<file path="config.mk">
export PLATFORM = sky130hd
export DESIGN_NAME = mem_stage_ctrl
export DESIGN_NICKNAME = d
export VERILOG_FILES = /design/src/rtl/mem_stage_ctrl_pkg.sv /design/src/rtl/mem_lane_gen.sv /design/src/rtl/mem_stage_ctrl.sv
export SDC_FILE = /design/constraint.sdc
export NUM_CORES = 1
export LEC_CHECK = 0
export ABC_AREA = 1
export CAP_MARGIN = 20
export CORE_MARGIN = 2
export CORE_UTILIZATION = 42
export CTS_BUF_LIST = sky130_fd_sc_hd__clkbuf_8 sky130_fd_sc_hd__clkbuf_16
export CTS_CLUSTER_SIZE = 28
export DETAILED_ROUTE_END_ITERATION = 16
export HOLD_SLACK_MARGIN = 0.02
export PLACE_DENSITY = 0.8
export SLEW_MARGIN = 0
export SYNTH_ARGS = -nofsm -noshare
export SYNTH_HDL_FRONTEND = slang
export SYNTH_SLANG_ARGS = --single-unit
</file>
<file path="constraint.sdc">
create_clock -name clk -period 2.46 [get_ports clk]
set_input_delay 0.369 -clock clk [delete_from_list [all_inputs] [get_ports clk]]
set_output_delay 0.369 -clock clk [all_outputs]
set_load 0.1 [all_outputs]
</file>
<file path="src/rtl/mem_stage_ctrl_pkg.sv">
// Shared pipeline definitions: opcode/funct encodings, W-stage load codes,
// forwarding latencies and the instruction decoder used by the M stage.
package mem_stage_ctrl_pkg;

    localparam logic [5:0] OPC_RTYPE = 6'h00;
    localparam logic [5:0] OPC_JAL   = 6'h03;
    localparam logic [5:0] OPC_BEQ   = 6'h04;
    localparam logic [5:0] OPC_ORI   = 6'h0D;
    localparam logic [5:0] OPC_LUI   = 6'h0F;
    localparam logic [5:0] OPC_LB    = 6'h20;
    localparam logic [5:0] OPC_LH    = 6'h21;
    localparam logic [5:0] OPC_LW    = 6'h23;
    localparam logic [5:0] OPC_LBU   = 6'h24;
    localparam logic [5:0] OPC_LHU   = 6'h25;
    localparam logic [5:0] OPC_SB    = 6'h28;
    localparam logic [5:0] OPC_SH    = 6'h29;
    localparam logic [5:0] OPC_SW    = 6'h2B;

    localparam logic [5:0] FN_SLL = 6'h00;
    localparam logic [5:0] FN_JR  = 6'h08;
    localparam logic [5:0] FN_ADD = 6'h20;
    localparam logic [5:0] FN_SUB = 6'h22;

    localparam logic [2:0] LT_NONE = 3'd0;
    localparam logic [2:0] LT_LW   = 3'd1;
    localparam logic [2:0] LT_LH   = 3'd2;
    localparam logic [2:0] LT_LHU  = 3'd3;
    localparam logic [2:0] LT_LB   = 3'd4;
    localparam logic [2:0] LT_LBU  = 3'd5;

    localparam logic [1:0] TNEW_ALU  = 2'd0;
    localparam logic [1:0] TNEW_LOAD = 2'd1;

    typedef enum logic [4:0] {
        OP_NOP, OP_ADD, OP_SUB, OP_SLL, OP_JR, OP_ORI, OP_LUI, OP_JAL, OP_BEQ,
        OP_LW, OP_LH, OP_LHU, OP_LB, OP_LBU, OP_SW, OP_SH, OP_SB
    } op_e;

    typedef enum logic [1:0] {SZ_NONE, SZ_BYTE, SZ_HALF, SZ_WORD} size_e;

    function automatic op_e decode_op(input logic [5:0] opc, input logic [5:0] fn);
        op_e op;
        op = OP_NOP;
        case (opc)
            OPC_RTYPE: begin
                case (fn)
                    FN_ADD:  op = OP_ADD;
                    FN_SUB:  op = OP_SUB;
                    FN_SLL:  op = OP_SLL;
                    FN_JR:   op = OP_JR;
                    default: op = OP_NOP;
                endcase
            end
            OPC_ORI: op = OP_ORI;
            OPC_LUI: op = OP_LUI;
            OPC_JAL: op = OP_JAL;
            OPC_BEQ: op = OP_BEQ;
            OPC_LW:  op = OP_LW;
            OPC_LH:  op = OP_LH;
            OPC_LHU: op = OP_LHU;
            OPC_LB:  op = OP_LB;
            OPC_LBU: op = OP_LBU;
            OPC_SW:  op = OP_SW;
            OPC_SH:  op = OP_SH;
            OPC_SB:  op = OP_SB;
            default: op = OP_NOP;
        endcase
        return op;
    endfunction

    function automatic logic is_load_op(input op_e op);
        return (op == OP_LW) || (op == OP_LH) || (op == OP_LHU) ||
               (op == OP_LB) || (op == OP_LBU);
    endfunction

endpackage

</file>
<file path="src/rtl/mem_lane_gen.sv">
// Byte-lane generation for the data-memory port: byte enables, store-data
// replication across lanes, and natural-alignment checking.
module mem_lane_gen
    import mem_stage_ctrl_pkg::*;
#(
    parameter int  DATA_W = 32,
    localparam int BE_W   = DATA_W / 8,
    localparam int LANE_W = $clog2(BE_W)
) (
    input  logic [LANE_W-1:0] lane,
    input  size_e             size,
    input  logic              is_store,
    input  logic [DATA_W-1:0] src,
    output logic [BE_W-1:0]   be,
    output logic [DATA_W-1:0] wdata,
    output logic              misalign
);

    logic [LANE_W-1:0] half_base;
    logic [LANE_W-1:0] word_base;
    logic [BE_W-1:0]   be_raw;

    assign half_base = lane & ~LANE_W'(1);
    assign word_base = lane & ~LANE_W'(3);

    always_comb begin
        be_raw   = '0;
        wdata    = '0;
        misalign = 1'b0;
        case (size)
            SZ_BYTE: begin
                be_raw = BE_W'(1) << lane;
                wdata  = {BE_W{src[7:0]}};
            end
            SZ_HALF: begin
                be_raw   = BE_W'(3) << half_base;
                wdata    = {(BE_W/2){src[15:0]}};
                misalign = lane[0];
            end
            SZ_WORD: begin
                be_raw   = BE_W'(15) << word_base;
                wdata    = {(BE_W/4){src[31:0]}};
                misalign = |lane[1:0];
            end
            default: ;
        endcase
        // A misaligned store must not touch memory at all.
        be = (is_store && !misalign) ? be_raw : '0;
    end

endmodule

</file>
<file path="src/rtl/mem_stage_ctrl.sv">
// M-stage pipeline register and memory-access control: holds the instruction
// leaving E, decodes it, and drives the data-memory port and hazard info.
module mem_stage_ctrl
    import mem_stage_ctrl_pkg::*;
#(
    parameter int  DATA_W = 32,
    parameter int  REG_AW = 5,
    localparam int BE_W   = DATA_W / 8
) (
    input  logic              clk,
    input  logic              reset_n,
    input  logic              stall,
    input  logic              flush,
    input  logic [31:0]       instr_e,
    input  logic [31:0]       pc_e,
    input  logic [DATA_W-1:0] alu_e,
    input  logic [DATA_W-1:0] rt_data_e,
    output logic [31:0]       instr_m,
    output logic [31:0]       pc_m,
    output logic              valid_m,
    output logic [REG_AW-1:0] reg_addr_m,
    output logic [1:0]        tnew_m,
    output logic              mem_we,
    output logic [BE_W-1:0]   mem_be,
    output logic [DATA_W-1:0] mem_addr,
    output logic [DATA_W-1:0] mem_wdata,
    output logic [2:0]        load_type_m,
    output logic              addr_exc_m
);

    localparam int LANE_W = $clog2(BE_W);

    logic [DATA_W-1:0] alu_m;
    logic [DATA_W-1:0] store_m;
    op_e               op_in;
    op_e               op_m;
    size_e             acc_size;
    logic              is_store;
    logic              misalign;

    assign op_in = decode_op(instr_e[31:26], instr_e[5:0]);

    // ---- E -> M register boundary ----
    always_ff @(posedge clk or negedge reset_n) begin
        if (!reset_n) begin
            instr_m <= '0;
            pc_m    <= '0;
            valid_m <= 1'b0;
            tnew_m  <= TNEW_ALU;
            alu_m   <= '0;
            store_m <= '0;
        end else if (flush) begin
            instr_m <= '0;
            pc_m    <= '0;
            valid_m <= 1'b0;
            tnew_m  <= TNEW_ALU;
            alu_m   <= '0;
            store_m <= '0;
        end else if (!stall) begin
            instr_m <= instr_e;
            pc_m    <= pc_e;
            valid_m <= 1'b1;
            // W restarts its own countdown, so M keeps the entry value.
            tnew_m  <= is_load_op(op_in) ? TNEW_LOAD : TNEW_ALU;
            alu_m   <= alu_e;
            store_m <= rt_data_e;
        end
    end

    // ---- M-stage decode ----
    assign op_m = decode_op(instr_m[31:26], instr_m[5:0]);

    always_comb begin
        reg_addr_m  = '0;
        load_type_m = LT_NONE;
        acc_size    = SZ_NONE;
        is_store    = 1'b0;
        if (valid_m) begin
            case (op_m)
                OP_ADD, OP_SUB, OP_SLL: reg_addr_m = REG_AW'(instr_m[15:11]);
                OP_ORI, OP_LUI:         reg_addr_m = REG_AW'(instr_m[20:16]);
                OP_JAL:                 reg_addr_m = REG_AW'(5'd31);
                OP_LW: begin
                    reg_addr_m = REG_AW'(instr_m[20:16]);
                    load_type_m = LT_LW;
                    acc_size    = SZ_WORD;
                end
                OP_LH: begin
                    reg_addr_m = REG_AW'(instr_m[20:16]);
                    load_type_m = LT_LH;
                    acc_size    = SZ_HALF;
                end
                OP_LHU: begin
                    reg_addr_m = REG_AW'(instr_m[20:16]);
                    load_type_m = LT_LHU;
                    acc_size    = SZ_HALF;
                end
                OP_LB: begin
                    reg_addr_m = REG_AW'(instr_m[20:16]);
                    load_type_m = LT_LB;
                    acc_size    = SZ_BYTE;
                end
                OP_LBU: begin
                    reg_addr_m = REG_AW'(instr_m[20:16]);
                    load_type_m = LT_LBU;
                    acc_size    = SZ_BYTE;
                end
                OP_SW: begin acc_size = SZ_WORD; is_store = 1'b1; end
                OP_SH: begin acc_size = SZ_HALF; is_store = 1'b1; end
                OP_SB: begin acc_size = SZ_BYTE; is_store = 1'b1; end
                default: ;
            endcase
        end
    end

    mem_lane_gen #(.DATA_W(DATA_W)) u_lane (
        .lane     (alu_m[LANE_W-1:0]),
        .size     (acc_size),
        .is_store (is_store),
        .src      (store_m),
        .be       (mem_be),
        .wdata    (mem_wdata),
        .misalign (misalign)
    );

    assign mem_addr   = alu_m;
    assign addr_exc_m = valid_m & misalign;
    assign mem_we     = is_store & valid_m & ~addr_exc_m;

endmodule

</file>
==> results of run 1 <==
[worst max-delay path, cell delays in order (launching register included)]
cell and delay, ns:
dfrtp_4 0.49, inv_4 0.07, nor2_4 0.05, buf_12 0.13, nand3_4 0.13, nand3_4 0.11, nand2_8 0.11, clkinv_8 0.09
nor2_4 0.12, buf_12 0.18, nand2_8 0.08, o211ai_1 0.21, buf_12 0.23
[synth_stat cells]
master / count
a21oi_1: 7
and3_1: 1
buf_1: 15
buf_2: 1
buf_4: 2
buf_6: 1
clkbuf_1: 35
clkinv_1: 1
conb_1: 1
dfrtp_1: 130
inv_1: 65
inv_2: 2
inv_4: 1
nand2_1: 139
nand2_2: 2
nand2_4: 1
nand3_1: 229
nand3_2: 4
nand3b_1: 1
nand4_1: 5
nand4_2: 1
nor2_1: 54
nor2_2: 1
nor2_4: 3
nor3_1: 2
o211ai_1: 11
o211ai_2: 6
o21ai_0: 55
o22ai_1: 3
[state kept, by name, indices dropped and copies added, names as in the netlist]
| register | count |
|---|---|
| pc_m | 32 |
| tnew_m | 1 |
| instr_m | 32 |
| mem_addr | 32 |
| store_m | 32 |
| valid_m | 1 |
[path summary, 6_finish.rpt]
kind                                     startpoint                        to
max                         instr_m[31]$_DFFE_PN0P_             mem_wdata[21]
min                                        pc_e[20]      pc_m[20]$_DFFE_PN0P_
max reg2reg                     valid_m$_DFFE_PN0P_       valid_m$_DFFE_PN0P_
min reg2reg                mem_addr[16]$_DFFE_PN0P_  mem_addr[16]$_DFFE_PN0P_
max in group asynchronous                   reset_n       pc_m[6]$_DFFE_PN0P_
min in group asynchronous                   reset_n      pc_m[30]$_DFFE_PN0P_
[cells by family after synthesis]
family / synth area share [%]
and+or+nand+nor: 32.59
buffers and inverters: 7.668
AOI/OAI and AO/OA: 7.767
other: 0.05985
DFF: 51.92
[power by group through the flow]
stage | clock network, mW | registers (mW) | logic, mW
5_1_grt | 2.51 | 2.37 | 1.76
6_report | 2.37 | 2.36 | 1.68
3_5_place_dp | 0 | 2.38 | 1.61
3_3_place_gp | 0 | 2.38 | 1.60
2_1_floorplan | 0 | 3.03 | 0.380
4_1_cts | 2.40 | 2.35 | 1.66
[repair_timing]
item | 4_1_cts | 5_1_grt
setup endpoints to repair | 43 | 43
hold buffers | 1 | 0
gates cloned | 2 | 0
pin swaps | 26 | 15
buffers inserted | 11 | 4
resized for setup | 57 | 19
endpoints found under the hold margin | 60 | 0
[per-layer routing]
layer  GRT usage, %  share of wire (%)
met5              0                  0
met4          10.41                3.1
met3          7.094                8.1
met2          45.86                 50
met1          34.85                 39
[area by class of cell]
| class | count | area, um2 |
|---|---|---|
| Inverter | 69 | 291.5 |
| Multi-Input combinational cell | 528 | 3109 |
| Sequential cell | 130 | 3287 |
| Tap cell | 184 | 230.2 |
| Fill cell | 1019 | 3695 |
| Timing Repair Buffer | 311 | 3369 |
| Clock buffer | 18 | 439.2 |
| Clock inverter | 13 | 112.6 |
[stage by stage]
step	total power [mW]	instance area (um2)	instances
2_1_floorplan	3.412	6575	779
3_3_place_gp	3.974	9752	1204
3_5_place_dp	3.988	9752	1204
4_1_cts	6.418	10690	1249
5_1_grt	6.640	10840	1253
6_report	6.411	10840	1253
==> flow_summary.yaml, run 1 <==
timing:
  fmax_mhz: 356.4
  setup_tns_ns: -9.237
  period_share_pct: 114.1
  drv_slew: 0
  setup_slack_ns: -0.3462
  max_slew_margin_pct: 39.80
  fin_skew_ns: 0
  worstMarginPinSlew_ns: 0.9030
  finalSetupViolCount: 43
  rsz0062_at_grt: "true"
  period_needed_ns: 2.806
  whs_ns: 0.5007
  hold_violations: 0
synthesis:
  postSynthAreaPerCell_um2: 8.044
  synth_top_area_share_pct: 51.92
  ys_ff_latch: 130
  seq_area_frac_synth_pct: 51.92
  synth_nets: 911
  postSynthCellCount: 779
  yosysWarnings: 0
  netlist_area_mm2: 0.006266
  synthTopCellsByArea: "dfrtp_1 (52%), nand3_1 (18%), nand2_1 (8.3%)"
  yosysUniqueCellTypes: 29
  yosysTopAreaCell: "dfrtp_1"
grt:
  grt_first_pass_wirelength_um: 34980
  grt-ovfl-total: 0
  grt_pass1_vias: 6687
  antenna_found_initial: 0
  grt_usage_pct: 27.63
  grt_max_degree: 83
die:
  pin_count: 277
  fp.dieH_um: 126.1
  rows: 44
  die-area_mm2: 0.01591
  core_mm2: 0.01453
  start_util_pct: 43.11
  die_width_um: 126.1
clocking:
  htree_levels: 4
  cts_buffer_depth: 2
  clk_pin_slew_ns: 0.06
  cts_root_buffer: "clkbuf_16"
  cts_buffers: 17
  cts.sinks: 130
  tritoncts: "yes"
  clkLatencyLatePin_ns: 0.41
routing:
  antenna_left: 0
  num_vias: 6874
  avgRoutedWirePerCell_um: 18.11
  drtIter0Drc: 590
  via_per_inst: 5.486
  wl_um: 22690
  post-route-drc-count: 0
  dr.pass1.iters: 6
critical_path:
  crit_required_ns: 2.09
  reg2regPathDepth: 3
  critPathCaptureType: "output port"
  crit_fanout: 7
  crit_type: "flop to output port"
  r2r_slack_ns: 1.32
  arrival_ns: 2.44
  crit_path_start_kind: "flop"
place:
  io_buffer_count: 275
  place_hpwl_um: 14680
  gp_congestion: 0.8859
  place_ws_ns: 0.05165
hold_path:
  whs_path_depth: 3
  min-delay-path-class: "input port to flop"
power:
  p_per_area_mw_per_mm2: 591.5
  swShare_pct: 35.29
  clkPwrFrac_pct: 36.9
  irDropWorstVdd_v: 0.0005151
  power_frac_seq_pct: 36.8
  power_frac_comb_pct: 26.2
  intPower_mw: 4.148
  power_switching_mw: 2.263
  p_leak_nw: 5.109
finish:
  post-route-util_pct: 74.58
  layout-drive-gt1-share_pct: 29.28
  fin_nets: 1189
  final_cell_mix: "nand3_1 (219), clkdlybuf4s50_1 (129), nand2_1 (123), buf_4 (119), dfrtp_1 (117)"
  area_growth_pct: 72.98
  antenna_cells: 0
  final_common_cell: "nand3_1"
status:
  violations: "negative setup slack"
  status: "finished with violations"
flow_run:
  maxCapViolCount: 0
No activity file was read; power rests on OpenSTA's default activity.
==> run 2: changes to the inputs <==
--- a/config.mk
+++ b/config.mk
@@ -6,7 +6,6 @@
 export NUM_CORES = 1
 export LEC_CHECK = 0
 export ABC_AREA = 1
-export CAP_MARGIN = 20
 export CORE_MARGIN = 2
 export CORE_UTILIZATION = 42
 export CTS_BUF_LIST = sky130_fd_sc_hd__clkbuf_8 sky130_fd_sc_hd__clkbuf_16
==> results of run 2 <==
Same layout as run 1: the final DEF is identical, and so are final timing and power.
==> run 3: changes to the inputs <==
--- a/config.mk
+++ b/config.mk
@@ -7,12 +7,13 @@
 export LEC_CHECK = 0
 export ABC_AREA = 1
 export CORE_MARGIN = 2
-export CORE_UTILIZATION = 42
+export CORE_UTILIZATION = 55
 export CTS_BUF_LIST = sky130_fd_sc_hd__clkbuf_8 sky130_fd_sc_hd__clkbuf_16
 export CTS_CLUSTER_SIZE = 28
 export DETAILED_ROUTE_END_ITERATION = 16
+export DONT_BUFFER_PORTS = 1
 export HOLD_SLACK_MARGIN = 0.02
-export PLACE_DENSITY = 0.8
+export PLACE_DENSITY = 0.7
 export SLEW_MARGIN = 0
 export SYNTH_ARGS = -nofsm -noshare
 export SYNTH_HDL_FRONTEND = slang
==> run 3 against run 2 <==
Effect of this change:
- the run ends with negative hold slack, negative setup slack left
- hold slack worse by 0.86 ns
- maximum frequency is 2.1% lower
- combinational power is 48% lower
- cell count is 18% lower
- worst setup slack worse by 0.061 ns
- wire length is 2.6% lower
- sequential share of layout area is 5.6 points higher
- critical path depth is 1 higher
- clock skew stayed put
- cell area is 16% lower
- global-route usage is 6.5 points higher
- sequential power is 19% higher
- critical path type unchanged
- largest cell class is now sequential cells
- highest routed layer unchanged
==> flow_summary.yaml, run 3 (same netlist as run 1, synthesis figures left out) <==
power:
  power_frac_comb_pct: 14.1
  clkPwrFrac_pct: 40.4
  intPower_mw: 3.931
  power_switching_mw: 2.257
  p_per_area_mw_per_mm2: 676.3
  irDropWorstVdd_v: 0.0005366
  swShare_pct: 36.47
  p_leak_nw: 4.400
  power_frac_seq_pct: 45.5
die:
  pin_count: 277
  die_width_um: 110.7
  start_util_pct: 57.05
  core_mm2: 0.01098
  rows: 38
  die-area_mm2: 0.01226
  fp.dieH_um: 110.7
timing:
  hold_violations: 130
  period_needed_ns: 2.867
  drv_slew: 0
  worstMarginPinSlew_ns: 0.9493
  setup_slack_ns: -0.4070
  fmax_mhz: 348.8
  finalSetupViolCount: 43
  max_slew_margin_pct: 36.72
  whs_ns: -0.3570
  period_share_pct: 116.5
  rsz0062_at_grt: "true"
  fin_skew_ns: 0
routing:
  wl_um: 22110
  num_vias: 6472
  avgRoutedWirePerCell_um: 21.55
  via_per_inst: 6.308
  post-route-drc-count: 0
  drtIter0Drc: 793
  dr.pass1.iters: 8
  antenna_left: 0
grt:
  grt_usage_pct: 34.15
  grt_max_degree: 131
  grt_pass1_vias: 6227
  antenna_found_initial: 0
  grt_first_pass_wirelength_um: 33530
  grt-ovfl-total: 0
clocking:
  cts_buffers: 17
  cts_root_buffer: "clkbuf_16"
  cts_buffer_depth: 2
  cts.sinks: 130
  cts_hold_buf: 1
  htree_levels: 4
  clk_pin_slew_ns: 0.06
  clkLatencyLatePin_ns: 0.41
  tritoncts: "yes"
finish:
  layout-drive-gt1-share_pct: 30.47
  final_area_mm2: 0.009150
  seq_area_mm2: 0.003287
  fill_cells: 621
  antenna_cells: 0
  final_common_cell: "nand3_1"
  area_growth_pct: 46.03
  fin_nets: 1005
  post-route-util_pct: 83.31
  final_cell_mix: "nand3_1 (219), nand2_1 (117), dfrtp_1 (117), buf_4 (60), inv_1 (59)"
  layoutNonFillerInstCount: 1026
  multiInputGateArea_mm2: 0.003097
critical_path:
  crit_required_ns: 2.09
  critPathCaptureType: "output port"
  arrival_ns: 2.50
  crit_type: "flop to output port"
  crit_fanout: 7
  crit_path_start_kind: "flop"
status:
  status: "finished with violations"
  violations: "negative hold slack, negative setup slack"
place:
  io_buffer_count: 0
  place_area_mm2: 0.007971
  place_inst: 974
  gp_congestion: 0.9245
  place_hpwl_um: 13200
hold_path:
  min-delay-path-class: "input port to asynchronous set/reset pin"
flow_run:
  maxCapViolCount: 0
run 3: layout make-up:
cell class / instances / area share, %
Clock buffer: 18 / 4.800
Clock inverter: 14 / 1.573
Inverter: 69 / 3.036
Multi-Input combinational cell: 526 / 33.84
Sequential cell: 130 / 35.92
Tap cell: 140 / 1.914
Timing Repair Buffer: 129 / 18.91
run 3: through the flow:
step	TNS (ns)	power, mW	setup slack (ns)
3_5_place_dp	-0.7596	3.607	-0.09632
5_1_grt	-15.01	6.364	-0.4434
4_1_cts	-9.115	6.143	-0.3080
2_1_floorplan	-15.04	3.412	-0.9512
3_3_place_gp	-0.01262	3.587	-0.01262
6_report	-12.86	6.188	-0.4070
run 3: repair_timing:
action,in CTS,in global routing
endpoints found under the hold margin,131,130
setup buffers,18,4
pin swaps,26,23
gates resized for setup,72,30
setup endpoints to repair,43,44
cloned,1,0
run 3: power groups by stage:
stage | Clock, mW | Combinational, mW | Sequential, mW
4_1_cts | 2.50 | 0.836 | 2.80
6_report | 2.50 | 0.874 | 2.82
3_3_place_gp | 0 | 0.754 | 2.83
3_5_place_dp | 0 | 0.773 | 2.83
5_1_grt | 2.62 | 0.919 | 2.82
2_1_floorplan | 0 | 0.380 | 3.03
run 3: worst max-delay path, cell delays in order, from the launching register on:
cell and delay, ns:
dfrtp_4 0.50, nor2_4 0.12, buf_12 0.15, nand3_2 0.12, nand3_4 0.14, nand2_4 0.07, inv_4 0.08, buf_8 0.12
buf_4 0.13, o21ai_0 0.14, nand2_1 0.13, inv_1 0.07, nor2_4 0.12, buf_12 0.18
run 3: routing by layer:
layer,global-route usage (%),share of wire (%)
met2,57.96,49
met4,13.17,4.9
met5,0,0
met1,41.22,36
met3,10.06,10
run 3: final timing paths:
| check | from | endpoint | slack, ns | cells after the start |
|---|---|---|---|---|
| setup / recovery | instr_m[30]$_DFFE_PN0P_ | mem_be[2] | -0.41 | 13 |
| setup reg to reg | instr_m[8]$_DFFE_PN0P_ | instr_m[8]$_DFFE_PN0P_ | 1.16 | 2 |
| hold / removal | reset_n | instr_m[1]$_DFFE_PN0P_ | -0.36 | 0 |
| max in group asynchronous | reset_n | instr_m[31]$_DFFE_PN0P_ | 2.50 | 0 |
| hold reg to reg | pc_m[9]$_DFFE_PN0P_ | pc_m[9]$_DFFE_PN0P_ | 0.52 | 2 |
| min in group clk | stall | valid_m$_DFFE_PN0P_ | 0.05 | 1 |
